`src/rtl/sobel_window_gen_if.sv`:
```
// Pixel-in / window-out bundle for sobel_window_gen.
// in_sof exists only when SOBEL_WIN_SOF_EN is defined.
interface sobel_window_gen_if #(
  parameter int IMG_W = 8,
  parameter int IMG_H = 8,
  parameter int DW    = 8
);
  localparam int XW = $clog2(IMG_W);
  localparam int YW = $clog2(IMG_H);

  logic          in_valid;
  logic [DW-1:0] in_data;
`ifdef SOBEL_WIN_SOF_EN
  logic          in_sof;
`endif
  logic [DW-1:0] p0, p1, p2, p3, p5, p6, p7, p8;
  logic          win_valid;
  logic [XW-1:0] win_x;
  logic [YW-1:0] win_y;
  logic          win_last;
  logic          frame_done;

  modport master (
    output in_valid, in_data,
`ifdef SOBEL_WIN_SOF_EN
    output in_sof,
`endif
    input  p0, p1, p2, p3, p5, p6, p7, p8,
    input  win_valid, win_x, win_y, win_last, frame_done
  );

  modport slave (
    input  in_valid, in_data,
`ifdef SOBEL_WIN_SOF_EN
    input  in_sof,
`endif
    output p0, p1, p2, p3, p5, p6, p7, p8,
    output win_valid, win_x, win_y, win_last, frame_done
  );
endinterface

```
`src/rtl/sobel_window_gen.sv`:
```
// Raster-to-3x3-window generator feeding the Sobel operator; two line buffers + 3x3 register window.
// Optional SOBEL_WIN_SOF_EN: an accept with in_sof restarts the frame at pixel (0,0).
module sobel_window_gen #(
  parameter int IMG_W = 8,
  parameter int IMG_H = 8,
  parameter int DW    = 8
) (
  input logic              clk,
  input logic              rst,
  sobel_window_gen_if.slave bus
);
  localparam int XW = $clog2(IMG_W);
  localparam int YW = $clog2(IMG_H);
  localparam logic [XW-1:0] XMAX = XW'(IMG_W - 1);
  localparam logic [YW-1:0] YMAX = YW'(IMG_H - 1);

  logic [XW-1:0] x_q, x_d, cx;
  logic [YW-1:0] y_q, y_d, cy;
  logic [DW-1:0] lb0_q [IMG_W];
  logic [DW-1:0] lb1_q [IMG_W];
  logic [DW-1:0] lb0_rd, lb1_rd;

  // Index 0 = col0 (oldest), index 2 = col2 (newest)
  logic [2:0][DW-1:0] top_q, top_d, mid_q, mid_d, bot_q, bot_d;

  logic          win_valid_q, win_valid_d;
  logic          win_last_q, win_last_d;
  logic          frame_done_q, frame_done_d;
  logic [XW-1:0] win_x_q, win_x_d;
  logic [YW-1:0] win_y_q, win_y_d;

  logic accept, row_end, at_last, emit;

  // Effective coordinate of the pixel being accepted (SOF overrides the counters)
  always_comb begin
    cx = x_q;
    cy = y_q;
`ifdef SOBEL_WIN_SOF_EN
    if (bus.in_sof) begin
      cx = '0;
      cy = '0;
    end
`endif
  end

  assign accept  = bus.in_valid;
  assign lb0_rd  = lb0_q[cx];
  assign lb1_rd  = lb1_q[cx];
  assign row_end = (cx == XMAX);
  assign at_last = row_end && (cy == YMAX);
  assign emit    = accept && (cx >= XW'(2)) && (cy >= YW'(2));

  always_comb begin
    x_d          = x_q;
    y_d          = y_q;
    top_d        = top_q;
    mid_d        = mid_q;
    bot_d        = bot_q;
    win_valid_d  = emit;
    win_last_d   = emit && at_last;
    frame_done_d = accept && at_last;
    win_x_d      = win_x_q;
    win_y_d      = win_y_q;
    if (accept) begin
      if (row_end) begin
        x_d = '0;
        y_d = (cy == YMAX) ? '0 : cy + YW'(1);
      end else begin
        x_d = cx + XW'(1);
        y_d = cy;
      end
      top_d = {lb1_rd, top_q[2], top_q[1]};
      mid_d = {lb0_rd, mid_q[2], mid_q[1]};
      bot_d = {bus.in_data, bot_q[2], bot_q[1]};
    end
    if (emit) begin
      win_x_d = cx - XW'(1);
      win_y_d = cy - YW'(1);
    end
  end

  always_ff @(posedge clk) begin
    if (rst) begin
      x_q          <= '0;
      y_q          <= '0;
      top_q        <= '0;
      mid_q        <= '0;
      bot_q        <= '0;
      win_valid_q  <= 1'b0;
      win_last_q   <= 1'b0;
      frame_done_q <= 1'b0;
      win_x_q      <= '0;
      win_y_q      <= '0;
    end else begin
      x_q          <= x_d;
      y_q          <= y_d;
      top_q        <= top_d;
      mid_q        <= mid_d;
      bot_q        <= bot_d;
      win_valid_q  <= win_valid_d;
      win_last_q   <= win_last_d;
      frame_done_q <= frame_done_d;
      win_x_q      <= win_x_d;
      win_y_q      <= win_y_d;
    end
  end

  // Line buffers keep contents across reset and frames; rows 0/1 never emit, so stale data is harmless
  always_ff @(posedge clk) begin
    if (accept) begin
      lb1_q[cx] <= lb0_rd;
      lb0_q[cx] <= bus.in_data;
    end
  end

  assign bus.p0         = top_q[0];
  assign bus.p1         = top_q[1];
  assign bus.p2         = top_q[2];
  assign bus.p3         = mid_q[0];
  assign bus.p5         = mid_q[2];
  assign bus.p6         = bot_q[0];
  assign bus.p7         = bot_q[1];
  assign bus.p8         = bot_q[2];
  assign bus.win_valid  = win_valid_q;
  assign bus.win_x      = win_x_q;
  assign bus.win_y      = win_y_q;
  assign bus.win_last   = win_last_q;
  assign bus.frame_done = frame_done_q;
endmodule

```
`src/flat_wrapper.sv`:
```
// flat-port wrapper written by rule: the top's interface ports become plain ports
module sobel_window_gen_flat 
#(
  parameter int IMG_W = 8,
  parameter int IMG_H = 8,
  parameter int DW    = 8
)
  (clk, rst, bus_in_valid, bus_in_data, bus_p0, bus_p1, bus_p2, bus_p3, bus_p5, bus_p6, bus_p7, bus_p8, bus_win_valid, bus_win_x, bus_win_y, bus_win_last, bus_frame_done);
  sobel_window_gen_if #(.IMG_W(IMG_W), .IMG_H(IMG_H), .DW(DW)) bus_i ();
  input logic clk;
  input logic rst;
  input wire logic [$bits(bus_i.in_valid)-1:0] bus_in_valid;
  input wire logic [$bits(bus_i.in_data)-1:0] bus_in_data;
  output wire logic [$bits(bus_i.p0)-1:0] bus_p0;
  output wire logic [$bits(bus_i.p1)-1:0] bus_p1;
  output wire logic [$bits(bus_i.p2)-1:0] bus_p2;
  output wire logic [$bits(bus_i.p3)-1:0] bus_p3;
  output wire logic [$bits(bus_i.p5)-1:0] bus_p5;
  output wire logic [$bits(bus_i.p6)-1:0] bus_p6;
  output wire logic [$bits(bus_i.p7)-1:0] bus_p7;
  output wire logic [$bits(bus_i.p8)-1:0] bus_p8;
  output wire logic [$bits(bus_i.win_valid)-1:0] bus_win_valid;
  output wire logic [$bits(bus_i.win_x)-1:0] bus_win_x;
  output wire logic [$bits(bus_i.win_y)-1:0] bus_win_y;
  output wire logic [$bits(bus_i.win_last)-1:0] bus_win_last;
  output wire logic [$bits(bus_i.frame_done)-1:0] bus_frame_done;
  assign bus_i.in_valid = bus_in_valid;
  assign bus_i.in_data = bus_in_data;
  assign bus_p0 = bus_i.p0;
  assign bus_p1 = bus_i.p1;
  assign bus_p2 = bus_i.p2;
  assign bus_p3 = bus_i.p3;
  assign bus_p5 = bus_i.p5;
  assign bus_p6 = bus_i.p6;
  assign bus_p7 = bus_i.p7;
  assign bus_p8 = bus_i.p8;
  assign bus_win_valid = bus_i.win_valid;
  assign bus_win_x = bus_i.win_x;
  assign bus_win_y = bus_i.win_y;
  assign bus_win_last = bus_i.win_last;
  assign bus_frame_done = bus_i.frame_done;
  sobel_window_gen #(.IMG_W(IMG_W), .IMG_H(IMG_H), .DW(DW)) u_core (.clk(clk), .rst(rst), .bus(bus_i));
endmodule
```
`config.mk`:
```
export PLATFORM = sky130hd
export DESIGN_NAME = sobel_window_gen_flat
export DESIGN_NICKNAME = d
export VERILOG_FILES = /design/src/rtl/sobel_window_gen_if.sv /design/src/rtl/sobel_window_gen.sv /design/src/flat_wrapper.sv
export SDC_FILE = /design/constraint.sdc
export NUM_CORES = 1
export LEC_CHECK = 0
export CAP_MARGIN = 30
export CORE_AREA = 4 4 161 163
export CTS_CLUSTER_SIZE = 24
export DETAILED_ROUTE_END_ITERATION = 8
export DIE_AREA = 0 0 165 167
export GPL_TIMING_DRIVEN = 0
export PLACE_DENSITY = 0.54
export SYNTH_ARGS = -nofsm -noshare
export SYNTH_HDL_FRONTEND = slang
export SYNTH_SLANG_ARGS = --single-unit
```
`constraint.sdc`:
```
create_clock -name clk -period 2.95 [get_ports clk]
set_clock_uncertainty 0.2 [all_clocks]
set_input_delay 0.4425 -clock clk [delete_from_list [all_inputs] [get_ports clk]]
set_output_delay 0.4425 -clock clk [all_outputs]
set_load 0.005 [all_outputs]
```
Yosys cells after proc, flatten, opt, wreduce, memory -nomap -nowiden. Memory sizes are Yosys's and may differ from the RTL's. A register that Yosys moved wholly into a read port is not among the register bits. Cells that the tools add are included.

Memories kept: 2. Bits in read-only memories: 0. Latch bits: 0. RAM bits: 128. Bits in registers: 79. Bits of input ports: 11.

Memory list: u_core.lb0_q (depth 8, width 8, read ports 1, clocked after memory_dff 1, wr ports 1, RTL line sobel_window_gen.sv:19) `logic [DW-1:0] lb0_q [IMG_W];`; u_core.lb1_q (depth 8, width 8, read ports 1, clocked after memory_dff 1, wr ports 1, RTL line sobel_window_gen.sv:20) `logic [DW-1:0] lb1_q [IMG_W];`.

Add/sub/neg operators: 4. Shifts and indexed selects: 0. Multiply operators: 0. Mux-type cells: 6. Equality and inequality tests: 2. Reductions and logical operators: 6. Order comparisons: 2. Div/mod/pow operators: 0. Bitwise gates (word level): 0.

Operators with widths (count): 3-bit two-way mux (4); 3-bit by 1-bit adder with 3-bit output (second input constant) (2); 3-bit equality test (second input constant) (2); 3-bit by 2-bit >= comparator with 1-bit output (second input constant) (2); 3-bit by 1-bit subtractor with 3-bit output (second input constant) (2); 1-bit logical AND (5); 1-bit two-way mux (2); 2-bit AND reduction (1).

Depth between registers and ports, before layout. Gate-level depths: netlist of the first run.

Depth after elaboration: 4. Mapped depth: 7.

Worst setup path after synthesis of the first run. Ideal clock, no wire load.

Path type: input to register. From: in bus_in_valid. To: mem u_core.lb0_q[4][0] (enable). Cell stages on the path: 5. Arrival: 2.235 ns. Data required time: 2.341 ns. Path slack: 0.106 ns. Path through: clkbuf_1 buf_2 buf_2 nand2_1 nor3_1.

Cells in the longest elaborated chain, start to end: 2.

Ends and longest elaborated chain: start, declared (RTL line flat_wrapper.sv:12) `input wire logic [$bits(bus_i.in_valid)-1:0] bus_in_valid;`; 1-bit two-way mux (RTL line sobel_window_gen.sv:110) `if (accept) begin`; 1-bit two-way mux (not written as such) (RTL line sobel_window_gen.sv:112) `lb0_q[cx] <= bus.in_data;`; end, declared (RTL line sobel_window_gen.sv:19).

No other way between the ends.

Worst setup path after layout of the first run.
From: in bus_in_valid. To: mem u_core.lb1_q[0][3] (enable).

Cells in the longest elaborated chain, start to end: 2.

Ends and longest elaborated chain: 1-bit two-way mux (RTL line sobel_window_gen.sv:110); 1-bit two-way mux (not written as such) (RTL line sobel_window_gen.sv:111) `lb1_q[cx] <= lb0_rd;`; end, declared (RTL line sobel_window_gen.sv:20).

No other way between the ends.

==> results of run 1 <==
==> worst register-to-register path, stage by stage, from the launching register on <==
cell and delay (ps):
sky130_fd_sc_hd__dfxtp_1 360, sky130_fd_sc_hd__buf_6 150, sky130_fd_sc_hd__buf_6 190, sky130_fd_sc_hd__buf_2 300, sky130_fd_sc_hd__nand2_1 150, sky130_fd_sc_hd__nor2_2 500, sky130_fd_sc_hd__buf_8 240
==> layer usage <==
layer	global-route usage	part of all wire
met1	0.187	0.45
met2	0.236	0.49
met3	0.0245	0.039
met4	0.0420	0.028
met5	0	0
==> synthesized netlist by cell type (2+ instances only) <==
| master | instances | share of area |
|---|---|---|
| sky130_fd_sc_hd__o22ai_1 | 3 | 0.0022 |
| sky130_fd_sc_hd__edfxtp_1 | 128 | 0.45 |
| sky130_fd_sc_hd__dfxtp_1 | 90 | 0.21 |
| sky130_fd_sc_hd__buf_6 | 3 | 0.0040 |
| sky130_fd_sc_hd__nand2b_1 | 2 | 0.0015 |
| sky130_fd_sc_hd__nor3b_1 | 2 | 0.0018 |
| sky130_fd_sc_hd__a221o_1 | 3 | 0.0035 |
| sky130_fd_sc_hd__mux2_2 | 14 | 0.019 |
| sky130_fd_sc_hd__ha_1 | 6 | 0.0088 |
| sky130_fd_sc_hd__mux2i_1 | 77 | 0.091 |
| sky130_fd_sc_hd__a221oi_1 | 2 | 0.0021 |
| sky130_fd_sc_hd__buf_4 | 24 | 0.021 |
| sky130_fd_sc_hd__inv_1 | 4 | 0.0018 |
| sky130_fd_sc_hd__o22ai_2 | 5 | 0.0074 |
| sky130_fd_sc_hd__xnor2_1 | 2 | 0.0021 |
| sky130_fd_sc_hd__clkbuf_1 | 10 | 0.0044 |
| sky130_fd_sc_hd__inv_2 | 2 | 0.00088 |
| sky130_fd_sc_hd__o21ai_1 | 8 | 0.0047 |
| sky130_fd_sc_hd__a22o_1 | 3 | 0.0031 |
| sky130_fd_sc_hd__a211oi_2 | 8 | 0.012 |
| sky130_fd_sc_hd__nor3_1 | 10 | 0.0059 |
| sky130_fd_sc_hd__nand2_1 | 10 | 0.0044 |
| sky130_fd_sc_hd__mux2_4 | 9 | 0.016 |
| sky130_fd_sc_hd__buf_1 | 3 | 0.0013 |
| sky130_fd_sc_hd__nor2b_1 | 7 | 0.0052 |
| sky130_fd_sc_hd__buf_12 | 3 | 0.0071 |
| sky130_fd_sc_hd__nor2_1 | 97 | 0.043 |
| sky130_fd_sc_hd__a21oi_1 | 9 | 0.0053 |
| sky130_fd_sc_hd__buf_2 | 7 | 0.0041 |
| sky130_fd_sc_hd__o21a_1 | 9 | 0.0080 |
| sky130_fd_sc_hd__a221oi_2 | 4 | 0.0071 |
| sky130_fd_sc_hd__a211oi_1 | 14 | 0.012 |
| sky130_fd_sc_hd__mux4_2 | 4 | 0.011 |
==> sequential cells by signal, summed over array words and instances (netlist names), 8 cells and up, named ones only <==
name           flops
u_core.bus.p2      8
u_core.bus.p5      8
u_core.lb0_q      64
u_core.bus.p0      8
u_core.bus.p8      8
u_core.bus.p7      8
u_core.bus.p6      8
u_core.bus.p3      8
u_core.bus.p1      8
u_core.lb1_q      64
u_core.mid_q       8
==> metrics by stage <==
stage,instances,setup TNS (ps),area [µm²],hold WS [ps],setup WS (ps)
6_report,1054,0,10600,135,459
5_1_grt,1054,0,10600,164,356
4_1_cts,1054,0,10600,118,461
3_5_place_dp,1010,-459,9870,283,-66.6
3_3_place_gp,1001,-92280,9710,275,-1480
2_1_floorplan,596,0,8490,260,106
==> power breakdown <==
part / switching [W] / total [W] / internal [W]
sequential: 0.0000509 / 0.00339 / 0.00334
clock: 0.00113 / 0.00288 / 0.00175
combinational: 0.000309 / 0.000577 / 0.000269
total: 0.00149 / 0.00685 / 0.00536
==> cell usage in the layout, fill, tap and decap left out, drive strengths merged <==
cell           count
edfxtp           128
nor2              99
dfxtp             90
clkdlybuf4s50     81
mux2i             77
buf               50
clkbuf            47
mux2              23
a211oi            22
nor3              11
nand2             10
a21oi             10
o21a               9
o21ai              9
o22ai              8
nor2b              7
ha                 6
clkinv             6
inv                6
a221oi             6
mux4               4
a22o               3
a221o              3
nand2b             2
nor3b              2
xnor2              2
or2b               1
nand3b             1
and2               1
and2b              1
a22oi              1
o221ai             1
and4b              1
nand3              1
bufinv             1
==> cell type report <==
class                           count  area, µm²
Inverter                            6       22.5
Timing Repair Buffer               90        947
Clock inverter                      7       58.8
Clock buffer                       37        716
Buffer                             51        373
Tap cell                          324        405
Multi-Input combinational cell    321       2480
Fill cell                        2221      13700
Sequential cell                   218       5650
==> worst min-delay path by stage <==
stage | depth (start not counted) | slack (ps) | from | endpoint
floorplan | 2 | 260 | u_core.mid_q[10] | u_core.mid_q[10]
global placement | 2 | 270 | u_core.mid_q[11] | u_core.mid_q[11]
detailed placement | 2 | 280 | u_core.mid_q[11] | u_core.mid_q[11]
CTS | 3 | 120 | bus_in_valid | u_core.bus.win_valid
global route | 3 | 160 | bus_in_valid | u_core.bus.win_valid
finish | 3 | 130 | bus_in_valid | u_core.bus.win_valid
==> cells by family after synthesis <==
kind of cell             after synthesis
flip-flops                           218
AND/OR/NAND/NOR                      137
buffers and inverters                 57
XOR/XNOR                               2
AO/OA/AOI/OAI                         72
multiplexers                         104
adder cells (fa/ha/maj)                6
==> run summary, run 1 <==
Area overhead of the layout relative to synthesis - 25.3%
Min Tclk post-route - 2490 ps
Height of the die - 167 µm
Count of unresolved DRC violations after routing - 0
Initial Util - 0.349
Final #Nets - 729
Total power - 0.00685 W
DRT antenna net count - 0
Least-Margin Pin Slew - 994 ps
Syn_nets - 613
Total number of vias - 5071
CTS Buffer Depth - 3
Row count - 57
DRT Pass-1 Iters - 4
Power Density - 643 nW/µm²
Synthesized area per cell - 14.3 µm²
Detailed Place HPWL - 13700 µm
WS Path Type - primary input to flop
Initial antenna violation count - 0
Sequential area share after synthesis - 0.665
Register clock-pin slew on the reported worst setup and hold paths - 60 ps
YS warnings - 0
CP Capture Point - u_core.lb1_q[0][3]
Post-cts gate resize count - 0
Number of enable flip-flop cells after synthesis - 128
Crit path launch - bus_in_valid
Cell type of the slowest stage on the worst timing path - sky130_fd_sc_hd__nor3_2
First-pass GRT wire length - 30300 µm
Buffers plus inverters on the worst setup path - 5
DRC violation total after the first TritonRoute iteration - 229
Root Driver - sky130_fd_sc_hd__clkbuf_16
GRT Resource Usage Total - 0.141
Vias per cell - 4.81
Endpoint type of the worst setup path - flop
Final hold violation count - 0
Total die area - 27600 µm²
Share of flip-flops with an asynchronous set or reset after synthesis - 0
Adder-cell share of the synthesized area - 0.00884
Share of synthesized area spent on multiplexers - 0.136
Buffers added on ports - 81
Synth Register Bits - 218
Cell breakdown of the critical path - clkbuf_1 -> buf_2 -> buf_2 -> nand2_1 -> nor3_2 -> buf_6 -> buf_6
Maximum cell stage delay along the critical path - 580 ps
Path category of the worst min-delay check - primary input to flop
Max Clock Freq - 401 MHz
Cell count after synthesis - 596
Clock latency on the worst-skew pair - 500 ps
Maximum number of pins on one net before global-route repair - 16
Worst R2R Path Depth - 6
Average detailed-routed wire length per instance - 18.5 µm
Final RePlAce weighted congestion - 0.749
Count of cell instances traversed by the critical path - 7
Area fraction in and, or, nand and nor cells after synthesis - 0.0704
Antenna cell count - 0
R2r endpoint - u_core.lb0_q[7][2]
Critical Path RT - 2960 ps
Cell class contributing the biggest share of worst-path delay - buffers and inverters
Startpoint of the worst-slack reg-to-reg timing path - u_core.cx[0]
Reg-to-reg setup timing slack - 560 ps
Top fanout value on the critical path - 10
Max transition margin - 0.338
H-tree lvl count - 1
Vias in the first global route - 5213
Leak - 3.84 nW
Total standard cell area after synthesis - 8490 µm²
Reported max-cap violation count - 0
Most common flop cell mapped by yosys - sky130_fd_sc_hd__edfxtp_1
Clock tree from TritonCTS - built
IO Pins - 84
Cts-stage hold buffer count - 0
Core outline area - 24300 µm²
TritonCTS Buffers - 24
Worst-case vdd ir drop - 0.299 mV
Unique masters post-synth - 47
Die span in x - 165 µm
Remaining Overflow, GRT - 0
Final wirelength - 19500 µm
Number of pins exceeding their max-slew limit in the final report - 0
Run status - complete, no violations
Utilization after layout - 0.438
Post-synthesis compound-gate area fraction - 0.0717
Data arrival time of the worst path - 2500 ps
Post-CTS repair timing setup buffer count - 0
Share of cells above drive strength 1 - 0.195
Post-synthesis xor/xnor area fraction - 0.00206
TritonCTS sink count - 218
Combinational family with the most area after synthesis - multiplexers
Setup repair after global routing missed its margin - false
Final setup violation count - 0
Final period utilization - 0.844
CP Launch Type - primary input
No activity file was read; power rests on OpenSTA's default activity.
==> run 2, diff against run 1 <==
PLACE_DENSITY = 0.52   (was 0.54)
clock period = 2.3 ns   (was 2.95 ns; I/O delays follow)
==> run 2 against run 1 <==
Effect of this change:
- sequential cell count did not move
- register-to-register slack got worse by 480 ps
- total power up 28%
- utilization increased by 0.32 points
- combinational power rose by 29%
- via count grew 0.22%
- count of clock-buffer cells in the layout did not move
- worst hold slack got worse by 110 ps
- critical endpoint is now u_core.lb1_q[5][6]
==> run summary, run 2 (synthesis gave the netlist of run 1 again) <==
Run status - complete, no violations
Detailed Place HPWL - 14000 µm (+1.9%)
Final wirelength - 20000 µm (+2.4%)
Average detailed-routed wire length per instance - 18.9 µm (+1.8%)
Final period utilization - 0.965
Share of cells above drive strength 1 - 0.200 (+0.00521)
Total power - 0.00877 W (+28%)
Max Clock Freq - 450 MHz
IO Pins - 84 (unchanged)
H-tree lvl count - 1 (unchanged)
Final hold violation count - 0 (unchanged)
Root Driver - sky130_fd_sc_hd__clkbuf_16
Vias per cell - 4.79 (-0.35%)
Maximum number of pins on one net before global-route repair - 17 (+1)
TritonCTS Buffers - 25 (+4.2%)
Top fanout value on the critical path - 13 (+3)
Utilization after layout - 0.441 (+0.00324)
Total number of vias - 5082 (+0.22%)
Max transition margin - 0.416 (+0.0785)
Path category of the worst min-delay check - primary input to flop
Internal power contribution - 0.00678 W (+26%)
Relative contribution of the clock network to total power - 0.419 (-0.002)
Setup repair after global routing missed its margin - true
WS Path Type - flop to flop
Initial antenna violation count - 0 (unchanged)
Cts-stage hold buffer count - 0 (unchanged)
Registers with the most flip-flops - u_core.lb0_q (64), u_core.lb1_q (64)
Remaining Overflow, GRT - 0 (unchanged)
Die span in x - 165 µm (unchanged)
Total die area - 27600 µm² (unchanged)
Antenna cell count - 0 (unchanged)
Most frequent standard cell in the layout excluding fill and tap cells - sky130_fd_sc_hd__edfxtp_1
Row count - 57 (unchanged)
Final setup violation count - 0 (unchanged)
Buffers added on ports - 81 (unchanged)
Vias in the first global route - 5371 (+3.0%)
Final #Nets - 734 (+0.69%)
Net Switching - 0.00199 W (+34%)
DRC violation total after the first TritonRoute iteration - 291 (+27%)
Initial Util - 0.349 (unchanged)
Sequential cell fraction of total power - 0.496 (about the same)
Least-Margin Pin Slew - 874 ps (-119 ps)
TritonCTS sink count - 218 (unchanged)
Critical Path RT - 2310 ps (-650 ps)
CTS Buffer Depth - 3 (unchanged)
Height of the die - 167 µm (unchanged)
Area overhead of the layout relative to synthesis - 26.3%
Worst-case vdd ir drop - 0.567 mV (+90%)
Endpoint type of the worst setup path - flop
Count of unresolved DRC violations after routing - 0 (unchanged)
Data arrival time of the worst path - 2230 ps (-270 ps)
Clock latency on the worst-skew pair - 510 ps (about the same)
Power Density - 817 nW/µm² (+27%)
First-pass GRT wire length - 31600 µm (+4.2%)
Part of the total power dissipated in combinational logic - 0.085 (about the same)
GRT Resource Usage Total - 0.148 (+0.00686)
Clock tree from TritonCTS - built
Switching part of the total - 0.227 (+0.00987)
Reported max-cap violation count - 0 (unchanged)
Core outline area - 24300 µm² (unchanged)
Leak - 3.86 nW (+0.54%)
DRT Pass-1 Iters - 4 (unchanged)
Final RePlAce weighted congestion - 0.771 (+3.0%)
Leading cell types in the layout, fill and taps excluded - sky130_fd_sc_hd__edfxtp_1, sky130_fd_sc_hd__nor2_1, sky130_fd_sc_hd__dfxtp_1
CP Launch Type - flop
DRT antenna net count - 0 (unchanged)
Number of pins exceeding their max-slew limit in the final report - 0 (unchanged)
Min Tclk post-route - 2220 ps
Register clock-pin slew on the reported worst setup and hold paths - 60 ps (about the same)
run 2: power by group through the flow:
stage	clock, W	combinational (W)	sequential, W
after floorplan	0	0.000438	0.00441
after global placement	0	0.000721	0.00443
after detailed placement	0	0.000750	0.00443
after CTS	0.00375	0.000755	0.00435
after global routing	0.00393	0.000811	0.00436
final	0.00367	0.000746	0.00435
run 2: area by class of cell:
cell class,instances,area [µm²]
Clock inverter,9,55.1
Fill cell,2207,13600
Sequential cell,218,5650
Buffer,51,375
Inverter,6,22.5
Multi-Input combinational cell,321,2520
Clock buffer,37,712
Timing Repair Buffer,94,993
Tap cell,324,405
run 2: path summary, 6_finish.rpt:
path / start / to / slack [ps] / depth (start not counted)
worst max-delay path: u_core.cx[0] / u_core.lb1_q[5][6] / 80 / 6
worst min-delay path: bus_in_valid / u_core.bus.win_valid / 30 / 3
worst max register to register: u_core.cx[0] / u_core.lb1_q[5][6] / 80 / 6
worst min register to register: u_core.mid_q[10] / u_core.mid_q[10] / 290 / 2
run 2: metrics by stage:
| stage | instance area (µm²) | hold slack, ps | setup WS [ps] | TNS [ps] | cells |
|---|---|---|---|---|---|
| detailed placement | 9880 | 280 | -460 | -38870 | 1009 |
| finish | 10700 | 25.9 | 79.4 | 0 | 1060 |
| floorplan | 8500 | 244 | -20.2 | -1200 | 596 |
| CTS | 10700 | 21.6 | 10.4 | 0 | 1055 |
| global placement | 9720 | 274 | -1210 | -142180 | 1001 |
| global route | 10700 | 71.6 | -41.3 | -392 | 1060 |
run 2: what timing repair did:
action                     CTS  global route
pin swaps                    1             3
buffers inserted             0             5
setup endpoints to repair   35            60
gates resized for setup      3             3
run 2: worst max-delay path: stages, from the launching register on:
cell	delay, ps
sky130_fd_sc_hd__dfxtp_1	360
sky130_fd_sc_hd__buf_6	150
sky130_fd_sc_hd__buf_6	180
sky130_fd_sc_hd__buf_2	310
sky130_fd_sc_hd__nand2_1	180
sky130_fd_sc_hd__nor2_2	300
sky130_fd_sc_hd__buf_8	230
run 2: layer usage:
| layer | up-vias | wire length (µm) | GRT usage |
|---|---|---|---|
| li1 | 2402 | - | - |
| met1 | 2526 | 8980 | 0.201 |
| met2 | 126 | 9720 | 0.244 |
| met3 | 28 | 850 | 0.0247 |
| met4 | 0 | 460 | 0.0412 |
| met5 | - | 0 | 0 |
